## config.mk

```make
export PLATFORM = sky130hd
export DESIGN_NAME = instr_mem_loader
export DESIGN_NICKNAME = d
export VERILOG_FILES = /design/src/rtl/instr_loader_pkg.sv /design/src/rtl/byte_packer.sv /design/src/rtl/instr_mem_loader.sv
export SDC_FILE = /design/constraint.sdc
export NUM_CORES = 1
export LEC_CHECK = 0
export ABC_CLOCK_PERIOD_IN_PS = 3070
export BUFFER_PORTS_ARGS = -buffer_cell sky130_fd_sc_hd__buf_2
export CORE_MARGIN = 2
export CORE_UTILIZATION = 40
export CTS_BUF_LIST = sky130_fd_sc_hd__clkbuf_8
export DETAILED_ROUTE_END_ITERATION = 10
export HOLD_SLACK_MARGIN = 0.15
export PLACE_DENSITY = 0.75
export SETUP_SLACK_MARGIN = 0.05
export SLEW_MARGIN = 20
export SYNTH_ARGS = -nofsm -noshare
export SYNTH_HDL_FRONTEND = slang
export SYNTH_HIERARCHICAL = 1
export SYNTH_SLANG_ARGS = --single-unit
export TNS_END_PERCENT = 1
```

## constraint.sdc

```tcl
create_clock -name clk_i -period 3.07 [get_ports clk_i]
set_input_delay 0.921 -clock clk_i [delete_from_list [all_inputs] [get_ports clk_i]]
set_output_delay 0.921 -clock clk_i [all_outputs]
set_load 0.005 [all_outputs]
```

## src/rtl/instr_loader_pkg.sv

```systemverilog
// Shared types and constants for the instruction-memory loader.
package instr_loader_pkg;

  typedef enum logic [1:0] {
    IDLE  = 2'd0,
    LOAD  = 2'd1,
    WRITE = 2'd2,
    DONE  = 2'd3
  } state_t;

  localparam int BYTES_PER_WORD   = 4;
  localparam int WORD_BYTES_SHIFT = 2;

endpackage

```

## src/rtl/byte_packer.sv

```systemverilog
// Packs a byte stream into big-endian 32-bit words; word_ready_o pulses with the 4th byte.
module byte_packer
  import instr_loader_pkg::*;
(
  input  logic        clk_i,
  input  logic        rst_i,
  input  logic        clr_i,
  input  logic        byte_en_i,
  input  logic [7:0]  byte_data_i,
  output logic [31:0] word_o,
  output logic        word_ready_o
);

  logic [1:0]  r_idx;
  // Only the first three bytes need storage; the fourth is merged combinationally
  // so the completed word is available on the same edge that accepts it.
  logic [23:0] r_shift;

  assign word_o       = {r_shift, byte_data_i};
  assign word_ready_o = byte_en_i && (r_idx == 2'(BYTES_PER_WORD - 1));

  always_ff @(posedge clk_i or posedge rst_i) begin
    if (rst_i) begin
      r_idx   <= '0;
      r_shift <= '0;
    end else if (clr_i) begin
      r_idx   <= '0;
      r_shift <= '0;
    end else if (byte_en_i) begin
      r_idx   <= r_idx + 2'd1;
      r_shift <= word_o[23:0];
    end
  end

endmodule

```

## src/rtl/instr_mem_loader.sv

```systemverilog
// Fills instruction memory from a byte stream and holds the CPU in reset until done.
// Optional build macro LOADER_CHECKSUM_EN adds checksum_o (sum of written words).
module instr_mem_loader
  import instr_loader_pkg::*;
#(
  parameter int          DEPTH_WORDS = 128,
  parameter logic [31:0] BASE_ADDR   = 32'h0000_0000,
  parameter int          CNT_W       = 8
) (
  input  logic             clk_i,
  input  logic             rst_i,
  input  logic             start_i,
  input  logic [CNT_W-1:0] len_i,
  input  logic             byte_valid_i,
  input  logic [7:0]       byte_data_i,
  output logic             byte_ready_o,
  output logic             wr_en_o,
  output logic [31:0]      wr_addr_o,
  output logic [31:0]      wr_data_o,
  output logic             cpu_rst_o,
  output logic             busy_o,
  output logic             done_o,
  output logic [CNT_W-1:0] word_count_o
`ifdef LOADER_CHECKSUM_EN
  ,
  output logic [31:0]      checksum_o
`endif
);

  state_t           r_state;
  state_t           w_state_next;
  logic [CNT_W-1:0] r_len;
  logic [CNT_W-1:0] r_word_count;
  logic [31:0]      r_wr_addr;
  logic [31:0]      r_wr_data;

  logic             w_start_acc;
  logic             w_byte_fire;
  logic             w_word_ready;
  logic [31:0]      w_word;
  logic [CNT_W-1:0] w_len_eff;
  logic [CNT_W-1:0] w_count_inc;
  logic [31:0]      w_addr;

  assign w_start_acc  = start_i && ((r_state == IDLE) || (r_state == DONE));
  assign w_byte_fire  = byte_valid_i && (r_state == LOAD);
  assign w_len_eff    = (len_i > CNT_W'(DEPTH_WORDS)) ? CNT_W'(DEPTH_WORDS) : len_i;
  assign w_count_inc  = r_word_count + 1'b1;
  assign w_addr       = BASE_ADDR + (32'(r_word_count) << WORD_BYTES_SHIFT);
  assign wr_addr_o    = r_wr_addr;
  assign wr_data_o    = r_wr_data;
  assign word_count_o = r_word_count;

  byte_packer u_packer (
    .clk_i        (clk_i),
    .rst_i        (rst_i),
    .clr_i        (w_start_acc),
    .byte_en_i    (w_byte_fire),
    .byte_data_i  (byte_data_i),
    .word_o       (w_word),
    .word_ready_o (w_word_ready)
  );

  always_ff @(posedge clk_i or posedge rst_i) begin
    if (rst_i) r_state <= IDLE;
    else       r_state <= w_state_next;
  end

  always_comb begin
    w_state_next = r_state;
    byte_ready_o = 1'b0;
    wr_en_o      = 1'b0;
    busy_o       = 1'b0;
    done_o       = 1'b0;
    cpu_rst_o    = 1'b1;
    case (r_state)
      IDLE: begin
        if (start_i) w_state_next = (w_len_eff == '0) ? DONE : LOAD;
      end
      LOAD: begin
        byte_ready_o = 1'b1;
        busy_o       = 1'b1;
        if (w_word_ready) w_state_next = WRITE;
      end
      WRITE: begin
        wr_en_o      = 1'b1;
        busy_o       = 1'b1;
        w_state_next = (w_count_inc == r_len) ? DONE : LOAD;
      end
      DONE: begin
        done_o    = 1'b1;
        cpu_rst_o = 1'b0;
        if (start_i) w_state_next = (w_len_eff == '0) ? DONE : LOAD;
      end
      default: w_state_next = IDLE;
    endcase
  end

  // Address and data are captured as the 4th byte lands, so they are stable
  // throughout WRITE and hold their value afterwards.
  always_ff @(posedge clk_i or posedge rst_i) begin
    if (rst_i) begin
      r_len        <= '0;
      r_word_count <= '0;
      r_wr_addr    <= '0;
      r_wr_data    <= '0;
    end else begin
      if (w_start_acc) begin
        r_len        <= w_len_eff;
        r_word_count <= '0;
      end
      if (w_word_ready) begin
        r_wr_addr <= w_addr;
        r_wr_data <= w_word;
      end
      if (r_state == WRITE) r_word_count <= w_count_inc;
    end
  end

`ifdef LOADER_CHECKSUM_EN
  logic [31:0] r_checksum;

  always_ff @(posedge clk_i or posedge rst_i) begin
    if (rst_i)                  r_checksum <= '0;
    else if (w_start_acc)       r_checksum <= '0;
    else if (r_state == WRITE)  r_checksum <= r_checksum + r_wr_data;
  end

  assign checksum_o = r_checksum;
`endif

endmodule
```

==> metrics <==
Rel. slew slack=0.5362; Worst EP required=2.15 ns; Root Driver=clkbuf_8; status=finished clean; crit-path max FO=18; Worst Setup Path Type=reg2out; Multi-input gate area=1523 µm²; Hold Buf Count CTS=0; Slew @ Worst Pin=0.6947 ns; #FFs+latches synth=84; Hold Fails Final Rpt=0; first-pass GRT wire length=11.65 mm; First-pass DRT Iterations=4; synth cell count leaders=dfrtp_1 (84), mux2_2 (42), buf_4 (34); period utilization=0.8348; Ys Warns=6; core box area=9639 µm²; routed len/inst=13.56 µm; vias in the first global route=2431; Worst Setup End Kind=output pin; largest net degree at the start of global routing=42; Avg Cell Area, Syn=11.85 µm²; Seq/Total Area, Yosys=0.5344; Fmax=0.3902 GHz; startpoint types=flip-flop; DP Cell Count=518; Final Max Tran Viols=0; unrepaired setup endpoints after global routing=false; post-synth top area share=0.5344; Iter 0 DRT Violations=41; Finish-stage setup viols=0; Worst-Skew Late Latency=0.35 ns; crit path cell chain=inv_1 > ha_1 > buf_2; layout filler cell count=936; maximum vdd drop=0.3554 mV; Final HPWL DP=5.133 mm; port buffer count=72; Die Y=103.2 µm; Final Non-Filler Cells=534; fin nets=421; setup TNS=0 ns; Setup Buffers After CTS=0; initial antenna violation count=0; post-layout min period=2.563 ns; clock sinks=84; RePlAce Congestion=0.7656; Die X-Extent=103.2 µm; Worst-path clk slew=0.08 ns; Layout Skew=0.009118 ns; GRT Util Overall=0.1422; # rows=36; vias per inst=4.639; PwrDens=853.6 nW/µm²; Mapped Cells=332; slowest CP cell=ha_1; max-cap violation count=0; max incr delay on CP=0.57 ns; DRT antenna net count=0; worst reg-to-reg setup slack=1.06 ns; layout cells sized above 1=0.3591; Worst Hold Class=in2async; CTS H-tree lvls=3; Yosys cell types=34; total CTS buffers=9; most numerous cell in the Yosys netlist=dfrtp_1; post-synth top area cell=dfrtp_1; Post-synth EDFFs=0; leakage=2.275 nW; CP arrival=1.64 ns; PnR Total Power=3.774 mW; final worst slack=0.5071 ns; asr flop ratio synth=1.000; diode count=0; synth top area cells=dfrtp_1 (53%), mux2_2 (12%), mux2i_1 (6.9%); Top FF cell, synth=dfrtp_1; Post-Route WL=7.243 mm; grt ovf=0; CTS tree=done; Starting Density=0.4081; drt drc=0; total vias in the final route=2477; register area=2102 µm²; PostCTS Resize Cnt=0; mapped cell area=3934 µm²; die area=10640 µm²; pre-CTS setup slack=0.7777 ns; IO Count=97; area grow syn2layout=12.40%; clock buffer depth=2
## where the power goes
group / switching, mW / leakage, nW / internal, mW
Clock: 0.412 / 0.0893 / 0.322
Combinational: 0.594 / 1.08 / 0.646
Sequential: 0.269 / 1.11 / 1.53
Total: 1.27 / 2.27 / 2.50
## path summary, 6_finish.rpt
check                                     startpoint  cells past startpoint              endpoint
worst max-delay path                      r_state[0]                      3               wr_en_o
worst min-delay path                           rst_i                      2  u_packer/r_shift[19]
worst max register to register            r_state[1]                      6         wr_data_o[30]
worst min register to register  u_packer/r_shift[21]                      1         wr_data_o[29]
max in group asynchronous                      rst_i                      3         wr_data_o[28]
min in group clk_i              u_packer/r_shift[21]                      1         wr_data_o[29]
## sequential cells by signal (all words and copies together), names as in the netlist
register,count
word_count_o,8
u_packer/r_idx,2
r_state,2
u_packer/r_shift,24
r_len,8
wr_addr_o,8
wr_data_o,32
## cell families after synthesis
logic type | count (synthesis) | share of synthesized area
XOR/XNOR | 12 | 0.02672
adder cells (fa/ha/maj) | 5 | 0.01590
multiplexers | 69 | 0.1889
other | 1 | 0.0009533
AND/OR/NAND/NOR | 72 | 0.08937
flip-flops | 84 | 0.5344
AO/OA/AOI/OAI | 30 | 0.04262
buffers and inverters | 59 | 0.1011
## layer usage
metal  part of all wire  vias up  global-route usage
met2               0.51       64              0.2458
met4              0.012        0             0.04251
met3              0.047        9             0.03898
met1               0.43     1211              0.1744
li1                   -     1193                   -
met5                  0        -                   0
## final cells by class
type	instances	area share
Sequential cell	84	0.4754
Timing Repair Buffer	78	0.09168
Multi-Input combinational cell	212	0.3444
Clock inverter	6	0.01047
Inverter	11	0.009338
Clock buffer	10	0.03113
Tap cell	133	0.03763
## critical path, delay by kind of cell (launching register included)
kind	cells	cell delay [ns]
flip-flops	1	0.41
buffers and inverters	2	0.32
adder cells (fa/ha/maj)	1	0.57
## metrics by stage
| step | hold WS (ns) | area, µm² | util |
|---|---|---|---|
| 6_report | 0.4680 | 4422 | 0.4587 |
| 3_3_place_gp | 0.4852 | 4238 | 0.4396 |
| 4_1_cts | 0.4500 | 4422 | 0.4587 |
| 3_5_place_dp | 0.4903 | 4238 | 0.4396 |
| 5_1_grt | 0.4538 | 4422 | 0.4587 |
| 2_1_floorplan | 0.4689 | 4020 | - |
## cells in the final DEF (no fill, tap or decap), types with 2 or more instances in the layout
master,n
mux2i_1,27
and3_1,2
and2_2,2
clkinvlp_4,2
inv_1,10
buf_2,72
buf_4,6
o22ai_1,2
nand4_1,3
nor2_1,27
and2b_2,2
xor2_1,4
nand2_1,15
mux2_2,42
or4_1,2
conb_1,24
nand3_1,6
o21ai_0,15
clkbuf_8,10
xnor2_1,8
ha_1,5
nand2b_1,9
inv_6,2
a21oi_1,7
nor2_2,2
dfrtp_1,84
(Power assumes the default switching activity.)
